**src/rtl/ospi_flash_ctrl_pkg.sv**
```systemverilog
// Shared types and constants for the OSPI flash sequencer.
// Optional feature macro: OSPI_FLASH_CTRL_VERIFY_EN (adds write/erase readback states).
package ospi_flash_ctrl_pkg;

  localparam int unsigned OP_W = 2;
  localparam logic [7:0]  ERASED_BYTE = 8'hFF;

  typedef enum logic [1:0] {
    OP_READ  = 2'b00,
    OP_WRITE = 2'b01,
    OP_ERASE = 2'b10,
    OP_RSVD  = 2'b11
  } op_e;

  typedef enum logic [2:0] {
    ST_IDLE     = 3'd0,
    ST_SETUP    = 3'd1,
    ST_EXEC     = 3'd2,
    ST_CAPTURE  = 3'd3,
`ifdef OSPI_FLASH_CTRL_VERIFY_EN
    ST_VEXEC    = 3'd4,
    ST_VCAPTURE = 3'd5,
`endif
    ST_HOLD     = 3'd6
  } state_e;

  // Index width for a vector of n entries; never zero.
  function automatic int unsigned idx_w(input int unsigned n);
    return (n > 1) ? $clog2(n) : 1;
  endfunction

endpackage

```
**src/rtl/ospi_flash_ctrl_if.sv**
```systemverilog
// Requester-side bus of the OSPI flash sequencer.
// master: requester view (drives req_valid/op/addr/wdata).
// slave : controller view (drives req_ready, rsp_valid/rdata/err, busy).
interface ospi_flash_ctrl_if
  import ospi_flash_ctrl_pkg::*;
#(
  parameter int unsigned NUM_REQ = 2,
  parameter int unsigned ADDR_W  = 8,
  parameter int unsigned DATA_W  = 8
);

  logic [NUM_REQ-1:0]        req_valid;
  logic [NUM_REQ-1:0]        req_ready;
  logic [OP_W*NUM_REQ-1:0]   req_op;
  logic [ADDR_W*NUM_REQ-1:0] req_addr;
  logic [DATA_W*NUM_REQ-1:0] req_wdata;
  logic [NUM_REQ-1:0]        rsp_valid;
  logic [DATA_W-1:0]         rsp_rdata;
  logic                      rsp_err;
  logic                      busy;

  modport master (
    output req_valid, req_op, req_addr, req_wdata,
    input  req_ready, rsp_valid, rsp_rdata, rsp_err, busy
  );

  modport slave (
    input  req_valid, req_op, req_addr, req_wdata,
    output req_ready, rsp_valid, rsp_rdata, rsp_err, busy
  );

endinterface

```
**src/rtl/ospi_rr_arbiter.sv**
```systemverilog
// Round-robin arbiter: the first valid requester at or after ptr wins.
// Ports: valid (request vector), ptr (highest-priority index),
//        grant (one-hot or zero), winner (index of the granted requester).
module ospi_rr_arbiter
  import ospi_flash_ctrl_pkg::*;
#(
  parameter  int unsigned NUM_REQ = 2,
  localparam int unsigned IDX_W   = idx_w(NUM_REQ)
) (
  input  logic [NUM_REQ-1:0] valid,
  input  logic [IDX_W-1:0]   ptr,
  output logic [NUM_REQ-1:0] grant,
  output logic [IDX_W-1:0]   winner
);

  // Scan NUM_REQ candidates starting at ptr, wrapping modulo NUM_REQ.
  always_comb begin : arb
    int unsigned       cand;
    logic              found;
    logic [NUM_REQ-1:0] sel;
    grant  = '0;
    winner = '0;
    found  = 1'b0;
    cand   = 0;
    sel    = '0;
    for (int unsigned i = 0; i < NUM_REQ; i++) begin
      cand = 32'(ptr) + i;
      if (cand >= NUM_REQ) cand = cand - NUM_REQ;
      sel = valid >> cand;
      if (!found && sel[0]) begin
        found  = 1'b1;
        grant  = NUM_REQ'(1) << cand;
        winner = IDX_W'(cand);
      end
    end
  end

endmodule

```
**src/rtl/ospi_flash_ctrl.sv**
```systemverilog
// Arbitrating sequencer for a byte-wide OSPI flash. Grants single-byte
// READ/WRITE/ERASE requests round-robin and runs each through a fixed
// SETUP/EXEC/CAPTURE/HOLD sequence on the flash pins.
// Ports: clk, reset (sync, active high); bus (requester handshake, slave view);
//        flash_* pins (cs_n, strobes, address, write data, registered read data).
// Optional: OSPI_FLASH_CTRL_VERIFY_EN adds VEXEC/VCAPTURE readback for WRITE/ERASE.
module ospi_flash_ctrl
  import ospi_flash_ctrl_pkg::*;
#(
  parameter int unsigned NUM_REQ        = 2,
  parameter int unsigned ADDR_W         = 8,
  parameter int unsigned DATA_W         = 8,
  parameter int unsigned CS_HIGH_CYCLES = 2
) (
  input  logic              clk,
  input  logic              reset,
  ospi_flash_ctrl_if.slave  bus,
  output logic              flash_cs_n,
  output logic              flash_write_enable,
  output logic              flash_read_enable,
  output logic              flash_erase_enable,
  output logic [ADDR_W-1:0] flash_address,
  output logic [DATA_W-1:0] flash_data_in,
  input  logic [DATA_W-1:0] flash_data_out
);

  localparam int unsigned IDX_W = idx_w(NUM_REQ);
  localparam int unsigned CNT_W = $clog2(CS_HIGH_CYCLES + 1);

  state_e              state_q, state_d;
  op_e                 op_q, op_d;
  logic [IDX_W-1:0]    owner_q, owner_d;
  logic [IDX_W-1:0]    rr_ptr_q, rr_ptr_d;
  logic [CNT_W-1:0]    hold_cnt_q, hold_cnt_d;
  logic                flash_cs_n_q, flash_cs_n_d;
  logic                flash_we_q, flash_we_d;
  logic                flash_re_q, flash_re_d;
  logic                flash_ee_q, flash_ee_d;
  logic [ADDR_W-1:0]   flash_address_q, flash_address_d;
  logic [DATA_W-1:0]   flash_data_in_q, flash_data_in_d;
  logic [NUM_REQ-1:0]  rsp_valid_q, rsp_valid_d;
  logic [DATA_W-1:0]   rsp_rdata_q, rsp_rdata_d;
  logic                rsp_err_q, rsp_err_d;
  logic                busy_q, busy_d;

  logic [NUM_REQ-1:0]  grant;
  logic [IDX_W-1:0]    winner;
  logic                accept;
  logic [OP_W-1:0]     win_op;
  logic [ADDR_W-1:0]   win_addr;
  logic [DATA_W-1:0]   win_wdata;

  ospi_rr_arbiter #(.NUM_REQ(NUM_REQ)) u_arb (
    .valid  (bus.req_valid),
    .ptr    (rr_ptr_q),
    .grant  (grant),
    .winner (winner)
  );

  // Ready is only offered from IDLE, one-hot to the arbiter winner.
  assign bus.req_ready = (state_q == ST_IDLE) ? grant : '0;
  assign accept        = (state_q == ST_IDLE) && (|bus.req_valid);

  // Select the winner's payload through the one-hot grant.
  always_comb begin
    win_op    = '0;
    win_addr  = '0;
    win_wdata = '0;
    for (int unsigned i = 0; i < NUM_REQ; i++) begin
      if (grant[i]) begin
        win_op    |= bus.req_op[i*OP_W +: OP_W];
        win_addr  |= bus.req_addr[i*ADDR_W +: ADDR_W];
        win_wdata |= bus.req_wdata[i*DATA_W +: DATA_W];
      end
    end
  end

  // Next state, latched command and response data.
  always_comb begin
    state_d         = state_q;
    op_d            = op_q;
    owner_d         = owner_q;
    rr_ptr_d        = rr_ptr_q;
    hold_cnt_d      = hold_cnt_q;
    flash_address_d = flash_address_q;
    flash_data_in_d = flash_data_in_q;
    rsp_rdata_d     = rsp_rdata_q;
    rsp_err_d       = rsp_err_q;

    case (state_q)
      ST_IDLE: begin
        if (accept) begin
          state_d         = ST_SETUP;
          op_d            = op_e'(win_op);
          owner_d         = winner;
          flash_address_d = win_addr;
          flash_data_in_d = win_wdata;
          rr_ptr_d        = (winner == IDX_W'(NUM_REQ - 1)) ? '0 : winner + IDX_W'(1);
        end
      end
      ST_SETUP: state_d = ST_EXEC;
      ST_EXEC:  state_d = ST_CAPTURE;
      ST_CAPTURE: begin
        rsp_rdata_d = flash_data_out;
        rsp_err_d   = (op_q == OP_RSVD);
        state_d     = ST_HOLD;
        hold_cnt_d  = '0;
`ifdef OSPI_FLASH_CTRL_VERIFY_EN
        if (op_q == OP_WRITE || op_q == OP_ERASE) state_d = ST_VEXEC;
`endif
      end
`ifdef OSPI_FLASH_CTRL_VERIFY_EN
      ST_VEXEC: state_d = ST_VCAPTURE;
      ST_VCAPTURE: begin
        // Readback must equal the written byte, or the erased value.
        rsp_rdata_d = flash_data_out;
        rsp_err_d   = (op_q == OP_ERASE) ? (flash_data_out != DATA_W'(ERASED_BYTE))
                                         : (flash_data_out != flash_data_in_q);
        state_d     = ST_HOLD;
        hold_cnt_d  = '0;
      end
`endif
      ST_HOLD: begin
        if (hold_cnt_q == CNT_W'(CS_HIGH_CYCLES - 1)) state_d = ST_IDLE;
        else hold_cnt_d = hold_cnt_q + CNT_W'(1);
      end
      default: state_d = ST_IDLE;
    endcase

    // Pin values are registered, so they follow the state being entered.
    flash_cs_n_d = 1'b1;
    flash_we_d   = 1'b0;
    flash_re_d   = 1'b0;
    flash_ee_d   = 1'b0;
    rsp_valid_d  = '0;
    case (state_d)
      ST_SETUP, ST_CAPTURE: flash_cs_n_d = 1'b0;
      ST_EXEC: begin
        flash_cs_n_d = 1'b0;
        flash_we_d   = (op_q == OP_WRITE);
        flash_re_d   = (op_q == OP_READ);
        flash_ee_d   = (op_q == OP_ERASE);
      end
`ifdef OSPI_FLASH_CTRL_VERIFY_EN
      ST_VEXEC: begin
        flash_cs_n_d = 1'b0;
        flash_re_d   = 1'b1;
      end
      ST_VCAPTURE: flash_cs_n_d = 1'b0;
`endif
      ST_HOLD: begin
        if (state_q != ST_HOLD) rsp_valid_d = NUM_REQ'(1) << owner_q;
      end
      default: ;
    endcase
    busy_d = (state_d != ST_IDLE);
  end

  // State and output registers.
  always_ff @(posedge clk) begin
    if (reset) begin
      state_q         <= ST_IDLE;
      op_q            <= OP_READ;
      owner_q         <= '0;
      rr_ptr_q        <= '0;
      hold_cnt_q      <= '0;
      flash_cs_n_q    <= 1'b1;
      flash_we_q      <= 1'b0;
      flash_re_q      <= 1'b0;
      flash_ee_q      <= 1'b0;
      flash_address_q <= '0;
      flash_data_in_q <= '0;
      rsp_valid_q     <= '0;
      rsp_rdata_q     <= '0;
      rsp_err_q       <= 1'b0;
      busy_q          <= 1'b0;
    end else begin
      state_q         <= state_d;
      op_q            <= op_d;
      owner_q         <= owner_d;
      rr_ptr_q        <= rr_ptr_d;
      hold_cnt_q      <= hold_cnt_d;
      flash_cs_n_q    <= flash_cs_n_d;
      flash_we_q      <= flash_we_d;
      flash_re_q      <= flash_re_d;
      flash_ee_q      <= flash_ee_d;
      flash_address_q <= flash_address_d;
      flash_data_in_q <= flash_data_in_d;
      rsp_valid_q     <= rsp_valid_d;
      rsp_rdata_q     <= rsp_rdata_d;
      rsp_err_q       <= rsp_err_d;
      busy_q          <= busy_d;
    end
  end

  assign flash_cs_n         = flash_cs_n_q;
  assign flash_write_enable = flash_we_q;
  assign flash_read_enable  = flash_re_q;
  assign flash_erase_enable = flash_ee_q;
  assign flash_address      = flash_address_q;
  assign flash_data_in      = flash_data_in_q;
  assign bus.rsp_valid      = rsp_valid_q;
  assign bus.rsp_rdata      = rsp_rdata_q;
  assign bus.rsp_err        = rsp_err_q;
  assign bus.busy           = busy_q;

endmodule

```
**src/flat_wrapper.sv**
```systemverilog
// flat-port wrapper written by rule: the top's interface ports become plain ports
module ospi_flash_ctrl_flat import ospi_flash_ctrl_pkg::*;
#(
  parameter int unsigned NUM_REQ        = 2,
  parameter int unsigned ADDR_W         = 8,
  parameter int unsigned DATA_W         = 8,
  parameter int unsigned CS_HIGH_CYCLES = 2
)
  (clk, reset, flash_cs_n, flash_write_enable, flash_read_enable, flash_erase_enable, flash_address, flash_data_in, flash_data_out, bus_req_valid, bus_req_op, bus_req_addr, bus_req_wdata, bus_req_ready, bus_rsp_valid, bus_rsp_rdata, bus_rsp_err, bus_busy);
  ospi_flash_ctrl_if #(.NUM_REQ(NUM_REQ), .ADDR_W(ADDR_W), .DATA_W(DATA_W)) bus_i ();
  input  logic clk;
  input  logic reset;
  output logic flash_cs_n;
  output logic flash_write_enable;
  output logic flash_read_enable;
  output logic flash_erase_enable;
  output logic [ADDR_W-1:0] flash_address;
  output logic [DATA_W-1:0] flash_data_in;
  input  logic [DATA_W-1:0] flash_data_out;
  input wire logic [$bits(bus_i.req_valid)-1:0] bus_req_valid;
  input wire logic [$bits(bus_i.req_op)-1:0] bus_req_op;
  input wire logic [$bits(bus_i.req_addr)-1:0] bus_req_addr;
  input wire logic [$bits(bus_i.req_wdata)-1:0] bus_req_wdata;
  output wire logic [$bits(bus_i.req_ready)-1:0] bus_req_ready;
  output wire logic [$bits(bus_i.rsp_valid)-1:0] bus_rsp_valid;
  output wire logic [$bits(bus_i.rsp_rdata)-1:0] bus_rsp_rdata;
  output wire logic [$bits(bus_i.rsp_err)-1:0] bus_rsp_err;
  output wire logic [$bits(bus_i.busy)-1:0] bus_busy;
  assign bus_i.req_valid = bus_req_valid;
  assign bus_i.req_op = bus_req_op;
  assign bus_i.req_addr = bus_req_addr;
  assign bus_i.req_wdata = bus_req_wdata;
  assign bus_req_ready = bus_i.req_ready;
  assign bus_rsp_valid = bus_i.rsp_valid;
  assign bus_rsp_rdata = bus_i.rsp_rdata;
  assign bus_rsp_err = bus_i.rsp_err;
  assign bus_busy = bus_i.busy;
  ospi_flash_ctrl #(.NUM_REQ(NUM_REQ), .ADDR_W(ADDR_W), .DATA_W(DATA_W), .CS_HIGH_CYCLES(CS_HIGH_CYCLES)) u_core (.clk(clk), .reset(reset), .bus(bus_i), .flash_cs_n(flash_cs_n), .flash_write_enable(flash_write_enable), .flash_read_enable(flash_read_enable), .flash_erase_enable(flash_erase_enable), .flash_address(flash_address), .flash_data_in(flash_data_in), .flash_data_out(flash_data_out));
endmodule
```
**config.mk**
```make
export PLATFORM = sky130hd
export DESIGN_NAME = ospi_flash_ctrl_flat
export DESIGN_NICKNAME = d
export VERILOG_FILES = /design/src/rtl/ospi_flash_ctrl_pkg.sv /design/src/rtl/ospi_flash_ctrl_if.sv /design/src/rtl/ospi_rr_arbiter.sv /design/src/rtl/ospi_flash_ctrl.sv /design/src/flat_wrapper.sv
export SDC_FILE = /design/constraint.sdc
export NUM_CORES = 1
export LEC_CHECK = 0
export ABC_CLOCK_PERIOD_IN_PS = 2500
export CORE_ASPECT_RATIO = 0.7
export CORE_MARGIN = 2
export CORE_UTILIZATION = 43
export CTS_CLUSTER_SIZE = 24
export DETAILED_ROUTE_END_ITERATION = 6
export PLACE_DENSITY = 0.93
export SKIP_CTS_REPAIR_TIMING = 1
export SYNTH_ARGS = -nofsm -noshare
export SYNTH_HDL_FRONTEND = slang
export SYNTH_HIERARCHICAL = 1
export SYNTH_SLANG_ARGS = --single-unit
```
**constraint.sdc**
```tcl
create_clock -name clk -period 2.5 [get_ports clk]
set_input_delay 0.5 -clock clk [delete_from_list [all_inputs] [get_ports clk]]
set_output_delay 0.5 -clock clk [all_outputs]
set_load 0.02 [all_outputs]
```
# == Word-level counts from Yosys, hierarchy flattened ==
# Cells that the tools add are included.
# classes
add_sub_neg,5
magnitude_cmp,2
eq_ne,14
shifts,5
mux,21
bitwise_logic,6
reduce_logical,13
# op_table
cell,n
32-bit 2-to-1 mux,2
1-bit by 32-bit << shifter with 2-bit output (first input constant),2
2-bit by 32-bit right shift with 1-bit output,2
8-bit 2-to-1 mux,4
8-bit OR,2
3-bit case mux with 5 select lines,1
3-bit by 2-bit == test with 1-bit output (second input constant),4
2-bit 2-to-1 mux,6
3-bit by 1-bit == test with 1-bit output (second input constant),2
3-bit == test (second input constant),2
3-bit 2-to-1 mux,2
3-bit OR reduction,2
1-bit 2-to-1 mux,5
2-bit by 1-bit == test with 1-bit output (second input constant),2
2-bit == test (second input constant),2
2-bit case mux with 2 select lines,1
2-bit AND reduction,2
2-bit OR reduction,2
3-bit zero test,1
3-bit != test (second input constant),1
1-bit NOT,3
3-bit nonzero test,1
1-bit by 2-bit subtractor with 3-bit output (second input constant),1
2-bit by 2-bit subtractor with 3-bit output (second input constant),1
other kinds (12),13
# totals
register_bits,41
input_bits,48
output_inout_bits,34

# == Depth between registers and ports, before layout ==
# depth
word_depth,10
depth_mapped,7
ltp_nobuf,5

# == Modules after synthesis ==
# Netlist, hierarchy kept.
# modules_own_cells
module,instances,cells_per_inst,area_per_inst_um2
ospi_flash_ctrl,1,176,1831.8
ospi_rr_arbiter,1,4,26.3

# == Least setup slack after synthesis ==
# OpenSTA, ideal clock, no wires.
# synth_path
path_type,input-to-output
startpoint,input bus_req_valid[1]
endpoint,output bus_req_ready[1]
arrival_time_ns,1.583
slack_ns,0.417
stages,5
n_path_buf,3
cell_sequence,a21boi_1 > buf_4 > buf_2 > clkbuf_1 > and2_1
# synth_via
elab_chain_cells,6
elab_cells_between_ends,8
cone_classes,shift: 2; mux: 4; reduce/logical: 2
# synth_rtl
item,line_no,text
"start, declared",flat_wrapper.sv:20,input wire logic [$bits(bus_i.req_valid)-1:0] bus_req_valid;
2-bit by 32-bit right shift with 1-bit output,ospi_rr_arbiter.sv:29,sel = valid >> cand;
1-bit 2-to-1 mux,ospi_rr_arbiter.sv:30,if (!found && sel[0]) begin
1-bit zero test,ospi_rr_arbiter.sv:30,
1-bit logical AND,ospi_rr_arbiter.sv:30,
2-bit 2-to-1 mux (*),ospi_rr_arbiter.sv:30,
via u_core.grant[1],ospi_flash_ctrl.sv:46,logic [NUM_REQ-1:0] grant;
2-bit 2-to-1 mux (*),ospi_flash_ctrl.sv:61,assign bus.req_ready = (state_q == ST_IDLE) ? grant : '0;
"end, declared",flat_wrapper.sv:24,output wire logic [$bits(bus_i.req_ready)-1:0] bus_req_ready;
# Mark *: on every way through the listed nets, which the timed path passes. The rest lies on a longest branch.

# == Worst setup path in the final report ==
# layout_path
startpoint,input bus_req_valid[0]
endpoint,output bus_req_ready[0]
# Same word-level chain as after synthesis.

==> impl_results.md <==
* CP required at about 2 ns
* CTS Sinks at 41
* GP Congestion at between 0.7 and 0.8
* CTS Buf Count at 5
* Worst setup SP type: input port
* Post-Place Cells at 300
* Worst hold margin at 0.461 ns
* Crit path DAT at 1.58 ns
* Top cells by area, synth: dfxtp_1, a211oi_2, a22oi_1
* Synth Register Bits at slightly above 40
* First-pass GRT wire length at between 7 and 8 mm
* Non-Filler Instances at approximately 300
* Post-DR wirelength/cell at about 15 um
* DIE AREA at 0.00487 mm2
* Placement Cell Area at between 0.002 and 0.003 mm2
* Slew HR at 0.408
* Initial antenna violation count at 0
* Max stage delay on crit path at slightly above 0.5 ns
* Critical Path Sink Type: primary output
* RSZ-0062 raised after global routing: no
* Syn_nets at 229
* Total track usage at 0.190
* Clk Latency, worst-skew pair at 0.28 ns
* Setup Skew at 0.00431 ns
* Slew Limit Fails at 0
* Synth warn at 6
* Post-synth top area cell: dfxtp_1
* Synth top area share at 0.442
* Min-Delay Path Class: reg -> reg
* Critical path class: in -> out
* Post-synthesis cell count at 180
* CTS tree: yes
* Internal at 1.14 mW
* Max cap viols at 0
* Vias in the first global route at between 1500 and 2000
* Synthesized area at roughly 0.0019 mm2
* Post-DP HPWL at between 3 and 4 mm
* # DRC at 0
* Switching Power at around 500 uW
* Cell area after layout at approximately 0.0027 mm2
* I/O Pins at a little over 80
* Worst VDD drop at approximately 500 uV
* Min Tclk post-route at 2.08 ns
* Initial Util at 0.460
* Synth Area per Inst at slightly above 10 um2
* Period utilization at 0.832
* Switching part of the total at 0.299
* Clock Tree Root: clkbuf_8
* Die H at 59.0 um
* 1st-iter DRT viols at 48
* Synth Flop Type: dfxtp_1
* DR vias/cell at 5.31
* Crit path cell chain: clkdlybuf4s50_1 -> a21boi_1 -> and2_1 -> dlymetal6s2s_1
* Power Total at ~1.6 mW
* Final nets at approximately 300
* Via count at about 1600
* Layout area overhead at 46.1%
* Status: finished, final reports clean
* Drt first pass iters at 4
* Count of cell types in the netlist at 35
* Combinational group share of total power at 0.292
* Total negative slack at 0 ns
* Port buffer count at 81
* FMAX at 0.481 GHz
* Antenna diodes at 0
* Final hold vios at 0
* Clock power frac at 0.251
* Post-synthesis sequential area ratio at 0.442
* Die X at about 83 um
* Maximum buffer depth of the clock tree at 2
* Post-synth EDFFs at 0
* ANT nets after route at 0
* Sequential share of power at 0.457
* Setup violators final at 0
* Power per standard cell area at roughly 600 mW/mm2
* Worst-Margin Slew at between 0.8 and 0.9 ns
* CP Max Fanout at 3
* Drt total wl at roughly 4.5 mm
* Reg clk slew, reported paths at 0.08 ns
* Asr flop ratio synth at 0
* Leakage power at roughly 1.0 nW
* Commonest cells post-synth: dfxtp_1, a21oi_1, a211oi_2
* Slowest cell on the critical path: clkdlybuf4s50_1
* Layout cell share with drive strength beyond 1 at 0.145
* Top-count cell post-synth: dfxtp_1
* GR Overflow Total at 0
* Largest net degree at the start of global routing at just over 40
* Core box area at between 0.004 and 0.005 mm2
* # rows at 19
* H-tree Lvls at 2
[sequential cells by signal, summed over array words and instances, names as in the netlist]
register	cells
u_core/bus.rsp_valid	2
u_core/state_q	3
u_core/flash_cs_n	1
u_core/owner_q	1
u_core/flash_erase_enable	1
u_core/bus.rsp_rdata	8
u_core/hold_cnt_q	2
u_core/flash_write_enable	1
u_core/flash_read_enable	1
u_core/op_q	2
u_core/rr_ptr_q	1
u_core/bus.rsp_err	1
u_core/flash_data_in	8
u_core/bus.busy	1
u_core/flash_address	8
[cell type report]
cell class / instances / area, um2
clock buffer: 6 / 72.6
clock inverter: 2 / 10.0
fill: 343 / 1330
inverter: 5 / 18.8
multi-input combinational: 115 / 872
sequential: 41 / 821
tap: 52 / 65.1
timing repair buffer: 87 / 856
[placed cells by master (no fill, tap or decap), types with 2 or more instances in the layout]
master / n
nor3_1: 3
clkinv_2: 2
mux2i_1: 9
o32ai_1: 2
nor4b_1: 2
and2_1: 2
clkbuf_8: 5
nor3b_1: 3
nand3_1: 2
inv_1: 5
nand2_1: 3
clkdlybuf4s50_1: 78
a21oi_1: 24
a22oi_1: 18
buf_4: 6
dlymetal6s2s_1: 2
o21ai_0: 2
a211oi_2: 19
dfxtp_1: 41
nor2_1: 11
[critical path: cells and delay by family]
family | cells | cell delay (ns)
AOI/OAI and AO/OA | 1 | 0.21
and+or+nand+nor | 1 | 0.14
buffers and inverters | 2 | 0.73
[cell families (layout without fill, tap and decap cells)]
logic type	Yosys count	in the layout	share of synthesized area
AND/OR/NAND/NOR	33	33	0.102
adder cells (fa/ha/maj)	1	1	0.00673
flip-flops	41	41	0.442
buffers and inverters	24	100	0.0909
multiplexers	9	9	0.0485
AO/OA/AOI/OAI	72	72	0.310
[power by group through the flow]
stage	clock network [mW]	logic (mW)	registers (mW)
6_report	0.408	0.477	0.745
3_5_place_dp	0	0.479	0.760
2_1_floorplan	0	0.246	0.806
5_1_grt	0.453	0.512	0.752
3_3_place_gp	0	0.469	0.758
4_1_cts	0.421	0.483	0.745
[layer usage]
metal  part of all wire  vias up  track usage
li1                   -      814            -
met1               0.46      764        0.228
met2               0.44       53        0.315
met3              0.082        6       0.0655
met4              0.014        0       0.0773
met5                  0        -            0
[through the flow]
step | setup slack [ns] | util
floorplan | 0.417 | -
global placement | 0.0407 | 0.650
detailed placement | 0.0196 | 0.650
CTS | 0.0149 | 0.671
global route | 0.355 | 0.672
finish | 0.420 | 0.672
[worst paths after layout]
path                          start                 endpoint  slack [ns]  cells past startpoint
hold / removal       u_core/owner_q  u_core/bus.rsp_valid[0]        0.46                      1
setup / recovery   bus_req_valid[0]         bus_req_ready[0]        0.42                      4
hold reg to reg      u_core/owner_q  u_core/bus.rsp_valid[0]        0.46                      1
setup reg to reg  u_core/state_q[0]       u_core/bus.rsp_err        0.81                      4
Power figures use the tool's default switching activity.
==> patch: new RTL, same flow settings <==
Add a define of `OSPI_FLASH_CTRL_VERIFY_EN`.
--- a/src/rtl/ospi_flash_ctrl_pkg.sv
+++ b/src/rtl/ospi_flash_ctrl_pkg.sv
@@ -1,5 +1,7 @@
 // Shared types and constants for the OSPI flash sequencer.
 // Optional feature macro: OSPI_FLASH_CTRL_VERIFY_EN (adds write/erase readback states).
+`define OSPI_FLASH_CTRL_VERIFY_EN
+
 package ospi_flash_ctrl_pkg;
 
   localparam int unsigned OP_W = 2;
Function: changed (Yosys sat finds a counterexample within 10 cycles, from zero or initial values and one cycle with reset high).
==> patch against the unedited design <==
Clock skew is 0.0021 ns higher; area after synthesis is 5.1% higher; synthesized cell count rose by 21%; power rose by 5.7%; register-to-register slack worse by 0.38 ns; final area up 6.7%; setup slack got worse by 0.010 ns; routed wire length up 12%; largest cell class unchanged; critical endpoint unchanged; largest power group unchanged; highest routed layer unchanged; sequential cell count unchanged.
==> patch: results (changes against the unedited design) <==
* Status: complete, no violations
* M2 GR Usage at 34.3% (+2.9 points)
* Complex-gate fraction of the synthesized area at 25.4% (-5.5 points)
* Cell variety after synth at 44 (+26%)
* XOR/XNOR share of the synthesized area at 1.35% (+1.3 points)
* Sequential area share after synthesis at 42.1% (-2.1 points)
* Mux share of post-synthesis cell area at 5.71% (+0.86 points)
* Hold Crit Depth at 2 (+1)
* Number of global-route vias before repair at 1842 (+16%)
* Post-Synth Adder-Cell Area at 3.21% (+2.5 points)
* Fillers at 388 (+13%)
* Post-route cell area at 2900 µm² (+6.7%)
* Worst hold start: u_core/hold_cnt_q[1]
* DRT iter0 DRCs at 104 (+120%)
* Hold Path End: u_core/hold_cnt_q[1]
* Synthesized Nets at 271 (+18%)
* Setup Skew at 0.00639 ns (+0.00208 ns)
* First-pass GRT wire length at 8400 µm (+20%)
* Met2 wire length at 2320 µm (+16%)
* Grt met3 use at 7.07% (+0.52 points)
* Post-DP HPWL at 3780 µm (+16%)
* WL final at 5070 µm (+12%)
* Leakage power at 1.13 nW (+11%)
* Final hold slack at 0.497 ns (+0.0364 ns)
* Mean Syn Cell Area at 8.95 µm² (-13%)
* Layout cells sized above 1 at 6.06% (-8.4 points)
## patch: changes by cell type in the layout (fill, tap and decap cells not counted), moves of 3 or more
cell      unedited run  this run
nor2b_1              1         6
nand2_1              3         6
nor2_1              11        36
a21oi_1             24         4
ha_1                 1         5
nor4_1               0         3
a211oi_1             1        20
and2_1               2         5
a211oi_2            19         0
## patch: power by group
group	total (mW)	internal [mW]	switching, mW
registers	0.771	0.716	0.0555
clock network	0.410	0.198	0.212
logic	0.541	0.269	0.272
total	1.72	1.18	0.540
## patch: logic make-up (layout without fill, tap and decap cells)
kind of cell / Yosys count / in the layout
xor+xnor: 3 / 3
flops: 41 / 41
buf+inv: 25 / 104
mux: 11 / 11
fa+ha+maj: 5 / 5
simple gates: 69 / 69
compound gates: 64 / 64
## patch: area by class of cell
class | instances | area share (%)
tap | 55 | 2.37
multi-input combinational | 152 | 35.4
sequential | 41 | 28.3
timing repair buffer | 89 | 30.2
clock buffer | 8 | 2.76
inverter | 7 | 0.907
